File: config.mk
export PLATFORM = sky130hd
export DESIGN_NAME = mux_scan
export DESIGN_NICKNAME = d
export VERILOG_FILES = /design/src/rtl/mux_scan_pkg.sv /design/src/rtl/mux_scan_counter.sv /design/src/rtl/mux_scan.sv
export SDC_FILE = /design/constraint.sdc
export NUM_CORES = 1
export LEC_CHECK = 0
export ABC_AREA = 1
export CAP_MARGIN = 20
export CORE_AREA = 3 3 40 42
export DETAILED_ROUTE_END_ITERATION = 10
export DIE_AREA = 0 0 43 45
export DONT_BUFFER_PORTS = 1
export HOLD_SLACK_MARGIN = 0.12
export PLACE_DENSITY_LB_ADDON = 0.05
export SETUP_SLACK_MARGIN = 0.5
export SLEW_MARGIN = 40
export SYNTH_ARGS = -nofsm -noshare
export SYNTH_HDL_FRONTEND = slang
export SYNTH_HIERARCHICAL = 1
export SYNTH_SLANG_ARGS = --single-unit
File: constraint.sdc
create_clock -name clk -period 1.3 [get_ports clk]
set_input_delay 0.065 -clock clk [delete_from_list [all_inputs] [get_ports clk]]
set_output_delay 0.065 -clock clk [all_outputs]
set_load 0.03 [all_outputs]
File: src/rtl/mux_scan_pkg.sv
// Shared definitions for the mux_scan slice.
// Mode encodings used by the top-level selection logic.
package mux_scan_pkg;

    localparam logic MODE_MANUAL = 1'b0;
    localparam logic MODE_SCAN   = 1'b1;

endpackage

File: src/rtl/mux_scan_counter.sv
// Dwell and channel-index counter for the scan mode of mux_scan.
// idx is the channel sampled on the current edge; wrap_next marks a return to 0.
module scan_counter #(
    parameter  int N_CH   = 4,
    parameter  int HOLD   = 1,
    localparam int SEL_W  = $clog2(N_CH),
    localparam int HOLD_W = $clog2(HOLD + 1)
) (
    input  logic             clk,
    input  logic             rst,
    input  logic             en,
    input  logic             restart,
    output logic [SEL_W-1:0] idx,
    output logic             wrap_next
);

    localparam logic [SEL_W-1:0]  LAST    = SEL_W'(N_CH - 1);
    localparam logic [HOLD_W-1:0] DW_LAST = HOLD_W'(HOLD - 1);

    logic [SEL_W-1:0]  idx_q;
    logic [HOLD_W-1:0] dwell_q;
    logic [HOLD_W-1:0] dwell_cur;

    // A restart edge behaves as the first sample of channel 0.
    assign idx       = restart ? '0 : idx_q;
    assign dwell_cur = restart ? '0 : dwell_q;

    // Index 0 at dwell 0 is only reachable by wrapping once scan has started.
    assign wrap_next = !restart && (idx_q == '0) && (dwell_q == '0);

    always_ff @(posedge clk) begin
        if (rst) begin
            idx_q   <= '0;
            dwell_q <= '0;
        end else if (en) begin
            if (dwell_cur == DW_LAST) begin
                dwell_q <= '0;
                idx_q   <= (idx == LAST) ? '0 : idx + 1'b1;
            end else begin
                dwell_q <= dwell_cur + 1'b1;
                idx_q   <= idx;
            end
        end
    end

endmodule

File: src/rtl/mux_scan.sv
// Registered N-channel multiplexer with manual select and timed scan mode.
// Outputs y, y_valid, sel_out, wrap and sel_err are all registered.
module mux_scan
    import mux_scan_pkg::*;
#(
    parameter  int N_CH  = 4,
    parameter  int W     = 1,
    parameter  int HOLD  = 1,
    localparam int SEL_W = $clog2(N_CH)
) (
    input  logic              clk,
    input  logic              rst,
    input  logic              en,
    input  logic              mode,
    input  logic [SEL_W-1:0]  sel_in,
    input  logic [N_CH*W-1:0] data_in,
    output logic [W-1:0]      y,
    output logic              y_valid,
    output logic [SEL_W-1:0]  sel_out,
    output logic              wrap,
    output logic              sel_err
);

    localparam logic [SEL_W:0] N_LIM = (SEL_W + 1)'(N_CH);

    logic             prev_mode;
    logic             scan_en;
    logic             restart;
    logic             wrap_next;
    logic             sel_ok;
    logic [SEL_W-1:0] idx;

    assign scan_en = en && (mode == MODE_SCAN);
    assign restart = scan_en && (prev_mode == MODE_MANUAL);
    assign sel_ok  = {1'b0, sel_in} < N_LIM;

    scan_counter #(
        .N_CH (N_CH),
        .HOLD (HOLD)
    ) u_cnt (
        .clk       (clk),
        .rst       (rst),
        .en        (scan_en),
        .restart   (restart),
        .idx       (idx),
        .wrap_next (wrap_next)
    );

    always_ff @(posedge clk) begin
        if (rst) begin
            prev_mode <= MODE_MANUAL;
            y         <= '0;
            y_valid   <= 1'b0;
            sel_out   <= '0;
            wrap      <= 1'b0;
            sel_err   <= 1'b0;
        end else if (!en) begin
            wrap    <= 1'b0;
            sel_err <= 1'b0;
        end else begin
            prev_mode <= mode;
            sel_err   <= 1'b0;
            wrap      <= 1'b0;
            if (mode == MODE_SCAN) begin
                y       <= data_in[int'(idx)*W +: W];
                sel_out <= idx;
                y_valid <= 1'b1;
                wrap    <= wrap_next;
            end else if (sel_ok) begin
                y       <= data_in[int'(sel_in)*W +: W];
                sel_out <= sel_in;
                y_valid <= 1'b1;
            end else begin
                // Illegal select: flag it and publish no sample.
                y       <= '0;
                sel_out <= sel_in;
                y_valid <= 1'b0;
                sel_err <= 1'b1;
            end
        end
    end

endmodule

==> results.md, run 1 <==
- Synthesis Warnings: 6
- Pins over their slew limit: 0
- CTS Buf Count: 3
- H-tree lvl count: 1
- Crit path DAT: 1.23 ns
- Avg Inst Size Synth: 6.12 µm²
- Synth Cell Area: 447 µm²
- Period minus WS final: 1.07 ns
- Residual DRC: 0
- Synth cell types: 16
- Multi-input gate area: 259 µm²
- Syn_nets: 83
- Proportion of layout cells with a drive suffix above 1: 44.6%
- Final hold slack: -0.131 ns
- Crit. End Element: register
- Final setup margin: 0.226 ns
- CP cell instances: nand2_2 > inv_2 > inv_2 > nand2_2 > nand3b_1 > nand3_2 > nand3_2 > nand2_1 > inv_1
- Setup TNS: 0 ns
- CTS tree: built
- Worst Setup Start Kind: register
- Row cnt: 13
- FF/Latch Area: 166 µm²
- Max stage delay cell, worst path: dfxtp_1
- Max-Cap Viols: 0
- Worst path max stage delay: 0.40 ns
- P_leak: 0.328 nW
- Clock Sinks: 8
- WL/cell: 9.51 µm
- Final #Nets: 95
- Peak VDD IR: 0.492 mV
- Number of cells on the worst hold path: 1
- Sequential area share after synthesis: 35.9%
- Flops & latches, synth: 8
- R2R cell count: 9
- Total power: 0.601 mW
- Layout area overhead: 38.7%
- Die area: 1940 µm²
- Initial DRT Pass Iterations: 2
- Routability Congestion: 0.701
- Routed Antenna Nets: 0
- First DRT Iteration DRCs: 7
- R2r endpoint: y
- F_max: 0.931 GHz
- IO Count: 16
- Final Hold Fails: 6
- Setup WS pre-CTS: 0.171 ns
- Clock root cell: clkbuf_4
- Min-Delay Endpoint: wrap
- Worst hold-check path type: primary input to register
- GRT Total Usage: 11.2%
- Final instance area: 619 µm²
- Dpl hpwl: 680 µm
- Vias in the first global route: 403
- Reg-to-reg setup timing slack: 0.23 ns
- Detailed Route WL: 932 µm
- # diodes: 0
- Clock latency on the worst-skew pair: 0.25 ns
- Via density: 4.54
- Kind of critical path: register to register
- Core footprint: 1280 µm²
- Vias: 445
- Clk slew on worst S/H paths: 0.05 ns
- Final setup violation count: 0
- Failing checks: negative hold slack
- DP Area: 484 µm²
- Largest net degree at the start of global routing: 9
- PwrDens: 970 nW/µm²
- Buf+Inv Stages, Crit Path: 3
- WP data required: 1.45 ns
- Worst Skew: 0.00149 ns
- Status: complete, but fails checks
- CP delay by family, top: simple AND/OR/NAND/NOR gates
- Die Y: 45 µm
- Post-Syn Instances: 73
- Starting Density: 34.8%
- RR Startpoint: u_cnt/idx_q[0]
- Clk buf depth: 2
- Overflow after GRT: 0
- Crit-path max FO: 5
- Die width: 43 µm
- Port Buffer Count: 0
- Initial antenna violation count: 0
- RSZ-0062 raised after global routing: true
- FILL cells: 139
- Tcrit/Tclk final: 82.6%
- First-pass GRT wire length: 1580 µm
- CTS Hold Bufs: 2
- Hold Path Origin: rst
cell type report:
class,instances,area share [%]
flip-flops and latches,8,26.9
clock buffers,3,3.64
inverters,17,10.5
repair buffers,9,14.1
multi-input cells,46,41.8
well taps,15,3.03
report_power, final:
group          total (mW)  leakage, nW  switching [mW]  internal [mW]
registers           0.281       0.0677          0.0182          0.263
clock network       0.190       0.0138          0.0846          0.106
logic               0.129        0.247          0.0703         0.0591
kinds of logic after synthesis:
kind of cell / share of synthesized area, %
AO/OA/AOI/OAI: 3.36
buffers and inverters: 17.9
flip-flops: 35.9
other: 0.840
AND/OR/NAND/NOR: 42.0
layer usage:
| layer | share of wire [%] | routed length (µm) | global-route usage, % |
|---|---|---|---|
| met1 | 42 | 396 | 12.2 |
| met2 | 51 | 472 | 18.9 |
| met3 | 5.7 | 53 | 5.98 |
| met4 | 0.97 | 9 | 3.61 |
| met5 | 0 | 0 | 0 |
worst register-to-register path, delay by kind of cell (launching register included):
kind | cells | cell delay [ns]
and+or+nand+nor | 6 | 0.42
DFF | 1 | 0.40
buffers and inverters | 3 | 0.15
registers in the layout, indices dropped and copies added, names as in the netlist:
register     count
y                1
u_cnt/idx_q      2
y_valid          1
wrap             1
sel_out          2
prev_mode        1
repair_timing:
item,4_1_cts,5_1_grt
setup endpoints to repair,8,9
resized for setup,15,7
buffers inserted,2,2
pin swaps,10,6
endpoints found under the hold margin,8,6
cells in the mapped netlist:
cell type	count	area [µm²]
nor3_1	1	5.00
a21oi_1	1	5.00
buf_4	2	15.0
nand2_2	3	18.8
nor2_1	13	48.8
inv_1	15	56.3
nand3_2	1	10.0
conb_1	1	3.75
clkinv_2	1	5.00
o21ai_0	2	10.0
nor2_2	1	6.26
nand2_1	15	56.3
nand3b_1	1	7.51
inv_2	1	3.75
nand3_1	7	35.0
dfxtp_1	8	160
stage by stage:
step | util (%) | cells
2_1_floorplan | - | 73
3_3_place_gp | 37.7 | 89
3_5_place_dp | 37.7 | 89
4_1_cts | 45.6 | 96
5_1_grt | 48.2 | 98
6_report | 48.2 | 98
placed cells by master (no fill, tap or decap):
master,synthesis,layout
nor2_1,13,11
nand3_2,1,6
nand3_1,7,2
o21ai_1,0,1
clkbuf_4,0,3
buf_6,0,4
o21ai_0,2,1
inv_2,1,4
dlygate4sd3_1,0,2
nor3_1,1,1
buf_4,2,3
clkinv_2,1,1
nand3b_1,1,1
nand2_4,0,1
a21oi_1,1,1
dfxtp_2,0,5
dfxtp_1,8,3
inv_1,15,12
conb_1,1,1
nor2_4,0,1
nand2_2,3,7
nor2_2,1,2
nand2_1,15,10
worst max path at each step:
stage | startpoint | end | slack (ns) | cells past startpoint
final | u_cnt/idx_q[0] | y | 0.23 | 9
after detailed placement | prev_mode | y | 0.17 | 10
after floorplan | prev_mode | y | 0.28 | 10
after CTS | prev_mode | y | 0.21 | 11
after global routing | prev_mode | y | 0.11 | 11
after global placement | prev_mode | y | 0.16 | 10
(Power assumes the default switching activity.)
==> inputs of run 2 (changes only) <==
Clock period 1.3 ns to 1.1 ns, I/O delays scaled along.
==> run 2 against run 1 <==
Net effect:
- the run still ends with negative hold slack left
- power rose by 17%
- hold slack worse by 0.011 ns
- first-iteration DRC count shrank 43%
- via count is 0.22% higher
- non-clock buffer count rose by 1
- clock power up 15%
- global-route usage decreased by 0.27 points
- maximum frequency is 2.6% higher
- clock-buffer cell count unchanged
- largest power group unchanged
==> results.md, run 2 (synthesis results as in run 1) <==
- Status: complete, but fails checks
- Failing checks: negative hold slack
- Port Buffer Count: 0
- # diodes: 0
- Hold Path Origin: rst
- RR Startpoint: prev_mode
- P_leak: 0.324 nW
- Crit-path max FO: 3
- Min-Delay Endpoint: wrap
- PwrDens: 1130 nW/µm²
- Commonest non-fill, non-tap cells in the layout: inv_1 (12), nand2_1 (11), nor2_1 (10), nand2_2 (7)
- Kind of critical path: register to register
- First DRT Iteration DRCs: 4
- Initial antenna violation count: 0
- Number of cells on the worst hold path: 1
- Period minus WS final: 1.05 ns
- Clk slew on worst S/H paths: 0.05 ns
- Die width: 43 µm
- Top flop regs: sel_out: 2 flops, u_cnt/idx_q: 2 flops
- WP data required: 1.25 ns
- Proportion of layout cells with a drive suffix above 1: 47.6%
- Peak VDD IR: 0.662 mV
- Final #Nets: 96
- GRT Total Usage: 10.9%
- Largest net degree at the start of global routing: 9
- Die area: 1940 µm²
- Commonest non-fill, non-tap cell in the layout: inv_1
- Setup TNS: 0 ns
- Max-Cap Viols: 0
- Reg-to-reg setup timing slack: 0.05 ns
- H-tree lvl count: 1
- Final Hold Fails: 6
- Worst hold-check path type: primary input to register
- Starting Density: 34.8%
- F_max: 0.956 GHz
- Residual DRC: 0
- Final hold slack: -0.141 ns
- Dpl hpwl: 705 µm
- Vias in the first global route: 383
- Routability Congestion: 0.701
- Detailed Route WL: 918 µm
- IO Count: 16
- Pins over their slew limit: 0
- RSZ-0062 raised after global routing: true
- Vias: 446
- Post-layout util: 48.3%
- Overflow after GRT: 0
- CTS Buf Count: 3
- WL/cell: 9.27 µm
- Initial DRT Pass Iterations: 3
- Via density: 4.51
- Setup WS pre-CTS: -0.0166 ns
- Crit. End Element: register
- Clk buf depth: 2
- Core footprint: 1280 µm²
- Clock root cell: clkbuf_4
- R2R cell count: 10
- CTS tree: built
- Final setup violation count: 0
- Row cnt: 13
- Crit path DAT: 1.20 ns
- Clock latency on the worst-skew pair: 0.25 ns
- Clock Sinks: 8
- Layout area overhead: 38.9%
- Worst Skew: 0.000121 ns
- Worst Setup Start Kind: register
- Final setup margin: 0.0535 ns
- Tcrit/Tclk final: 95.1%
- Die Y: 45 µm
- CTS Hold Bufs: 1
- Routed Antenna Nets: 0
- R2r endpoint: y
- First-pass GRT wire length: 1540 µm
==> run 2: worst max path at each step <==
stage,endpoint,slack (ns),from
4_1_cts,y,0.03,prev_mode
3_3_place_gp,y,-0.02,prev_mode
5_1_grt,y,-0.07,prev_mode
6_report,y,0.05,prev_mode
2_1_floorplan,y,0.08,prev_mode
3_5_place_dp,y,-0.02,prev_mode
==> run 2: metal layers <==
metal / wire length, µm / part of all wire, % / global-route usage (%) / vias to the layer above
met3: 63 / 6.9 / 6.37 / 0
met5: 0 / 0 / 0 / -
met2: 432 / 47 / 17.1 / 14
li1: - / - / - / 236
met1: 422 / 46 / 12.6 / 196
met4: 0 / 0 / 3.61 / 0
==> run 2: report_power, final <==
group          switching [mW]  internal [mW]
clock network          0.0941          0.124
registers              0.0201          0.309
logic                  0.0829         0.0727
==> run 2: area by class of cell <==
cell class	count	area, µm²
Fill cell	148	664
Multi-Input combinational cell	46	248
Sequential cell	8	174
Timing Repair Buffer	10	92.6
Inverter	17	65.1
Clock buffer	3	22.5
Tap cell	15	18.8
==> run 2: per-stage QoR <==
step           instances  cell area (µm²)  hold slack (ns)  total power, mW
2_1_floorplan         73              459            0.117            0.434
3_3_place_gp          90              493            0.120            0.455
3_5_place_dp          90              493            0.123            0.456
4_1_cts               97              578           -0.148            0.701
5_1_grt               99              621           -0.164            0.764
6_report              99              621           -0.141            0.703
==> run 2: worst max-delay path: stages, from the launching register on <==
cell     delay, ns
dfxtp_2       0.33
nor2_4        0.11
inv_2         0.04
nand2_2       0.06
inv_2         0.04
nand2_2       0.07
nand3_1       0.07
nand3_1       0.08
nand3_1       0.07
nand2_1       0.05
inv_1         0.03
==> run 2: timing repair <==
action,CTS,global route
pin swaps,5,8
buffers inserted,3,2
setup endpoints to repair,12,13
endpoints found under the hold margin,8,6
gates resized for setup,13,9
==> inputs of run 3 (changes only) <==
Settings changed: HOLD_SLACK_MARGIN 0.12 to 0.08, REMOVE_ABC_BUFFERS set to 1.
==> run 3 against run 2 <==
Net effect:
- the flow still finishes with violations (negative hold slack)
- final cell count increased by 3.0%
- global-route usage up 2.2 points
- flip-flop and latch count unchanged
- critical path depth is the same
- maximum frequency is 4.4% lower
- cell area increased by 9.1%
- non-clock buffer count grew 3
- first-iteration DRC count did not move
- clock skew increased by 0.0044 ns
- worst setup slack lost 0.048 ns
- power grew 5.7%
- register-to-register slack lost 0.05 ns
- critical endpoint unchanged
==> results.md, run 3 (synthesis results as in run 1) <==
- Failing checks: negative hold slack
- Largest net degree at the start of global routing: 9
- F_max: 0.914 GHz
- PwrDens: 1100 nW/µm²
- Status: complete, but fails checks
- First-pass GRT wire length: 1780 µm
- Setup WS pre-CTS: -0.0993 ns
- Worst Setup Start Kind: register
- DP Area: 510 µm²
- Port Buffer Count: 0
- Vias in the first global route: 418
- Initial DRT Pass Iterations: 2
- First DRT Iteration DRCs: 4
- Row cnt: 13
- Clock latency on the worst-skew pair: 0.26 ns
- CTS Hold Bufs: 1
- Setup TNS: 0 ns
- WL/cell: 10.4 µm
- Final instance area: 677 µm²
- Via density: 4.56
- Routed Antenna Nets: 0
- Post-layout util: 52.7%
- Crit. End Element: register
- GRT Total Usage: 13.1%
- Peak VDD IR: 0.510 mV
- WL met2: 554 µm
- Hold Path Origin: en
- Top flop regs: sel_out: 2 flops, u_cnt/idx_q: 2 flops
- Top Metal Used: met4
- Buf+Inv Stages, Crit Path: 3
- Routability Congestion: 0.664
- Met3 wire length: 59 µm
- Die Y: 45 µm
- Commonest non-fill, non-tap cells in the layout: inv_1 (12), nand2_1 (11), nor2_1 (9), buf_6 (7)
- Max-Cap Viols: 0
- Die area: 1940 µm²
- RR Startpoint: prev_mode
- CTS Buf Count: 3
- Kind of critical path: register to register
- Core footprint: 1280 µm²
- Worst Skew: 0.00457 ns
- Final #Nets: 99
- Clk slew on worst S/H paths: 0.06 ns
- Clk buf depth: 2
- Worst setup path startpoint: prev_mode
- Starting Density: 34.8%
- P_leak: 0.366 nW
- Final setup violation count: 0
- Final setup margin: 0.00576 ns
- Dpl hpwl: 715 µm
- CTS tree: built
- Final Hold Fails: 5
- H-tree lvl count: 1
- RSZ-0062 raised after global routing: true
- CP delay by family, top: simple AND/OR/NAND/NOR gates
- Commonest non-fill, non-tap cell in the layout: inv_1
- Crit path DAT: 1.25 ns
- Worst path max stage delay: 0.33 ns
- Proportion of layout cells with a drive suffix above 1: 51.7%
- Crit-path max FO: 3
- IO Count: 16
- Metal-1 WL: 434 µm
- Pins over their slew limit: 0
- # diodes: 0
- Tcrit/Tclk final: 99.5%
- Layout area overhead: 51.5%
- Final hold slack: -0.0754 ns
- WP data required: 1.26 ns
- Max stage delay cell, worst path: dfxtp_2
- CP cell instances: nor2_4 > inv_2 > nand2_2 > inv_2 > nand2_4 > nand3_2 > nand3_1 > nand3_2 > nand2_1 > inv_1
- Residual DRC: 0
- Vias: 465
- Worst hold-check path type: primary input to register
- Detailed Route WL: 1060 µm
- Initial antenna violation count: 0
- Overflow after GRT: 0
- Clock Sinks: 8
- Die width: 43 µm
- Period minus WS final: 1.09 ns
- Clock root cell: clkbuf_4
[run 3: metal layers]
layer	GRT usage, %	vias to the layer above
met5	0	-
met4	9.04	0
met3	6.77	2
met2	21.9	12
met1	12.6	209
li1	-	242
[run 3: what timing repair did]
item                                   CTS  global route
buffers inserted                         2             2
endpoints found under the hold margin    8             5
setup endpoints to repair               11            13
pin swaps                               12             9
resized for setup                       23            13
gates cloned                             0             0
[run 3: worst reg2reg max path: stages, from the launching register on]
cell and delay (ns):
dfxtp_2 0.33, nor2_4 0.10, inv_2 0.04, nand2_2 0.06, inv_2 0.06, nand2_4 0.07
nand3_2 0.07, nand3_1 0.09, nand3_2 0.07, nand2_1 0.06, inv_1 0.03
[run 3: final timing paths]
| kind | end | slack [ns] | cells after the start |
|---|---|---|---|
| min | y_valid | -0.08 | 2 |
| max reg2reg | y | 0.006 | 10 |
| min reg2reg | y_valid | 0.47 | 2 |
| max | y | 0.006 | 10 |
[run 3: stage by stage]
stage	hold slack [ns]	cells	power, mW
floorplan	0.124	71	0.420
global placement	0.129	94	0.461
detailed placement	0.127	94	0.461
CTS	-0.0792	100	0.734
global route	-0.0792	102	0.796
finish	-0.0754	102	0.743
[run 3: cell type report]
| class | instances | area, µm² |
|---|---|---|
| timing repair buffer | 13 | 129 |
| inverter | 17 | 65.1 |
| fill | 142 | 608 |
| tap | 15 | 18.8 |
| clock buffer | 3 | 22.5 |
| multi-input combinational | 46 | 272 |
| sequential | 8 | 170 |
[run 3: power breakdown]
part / switching, mW / internal (mW)
Sequential: 0.0154 / 0.309
Combinational: 0.101 / 0.0864
Clock: 0.106 / 0.125
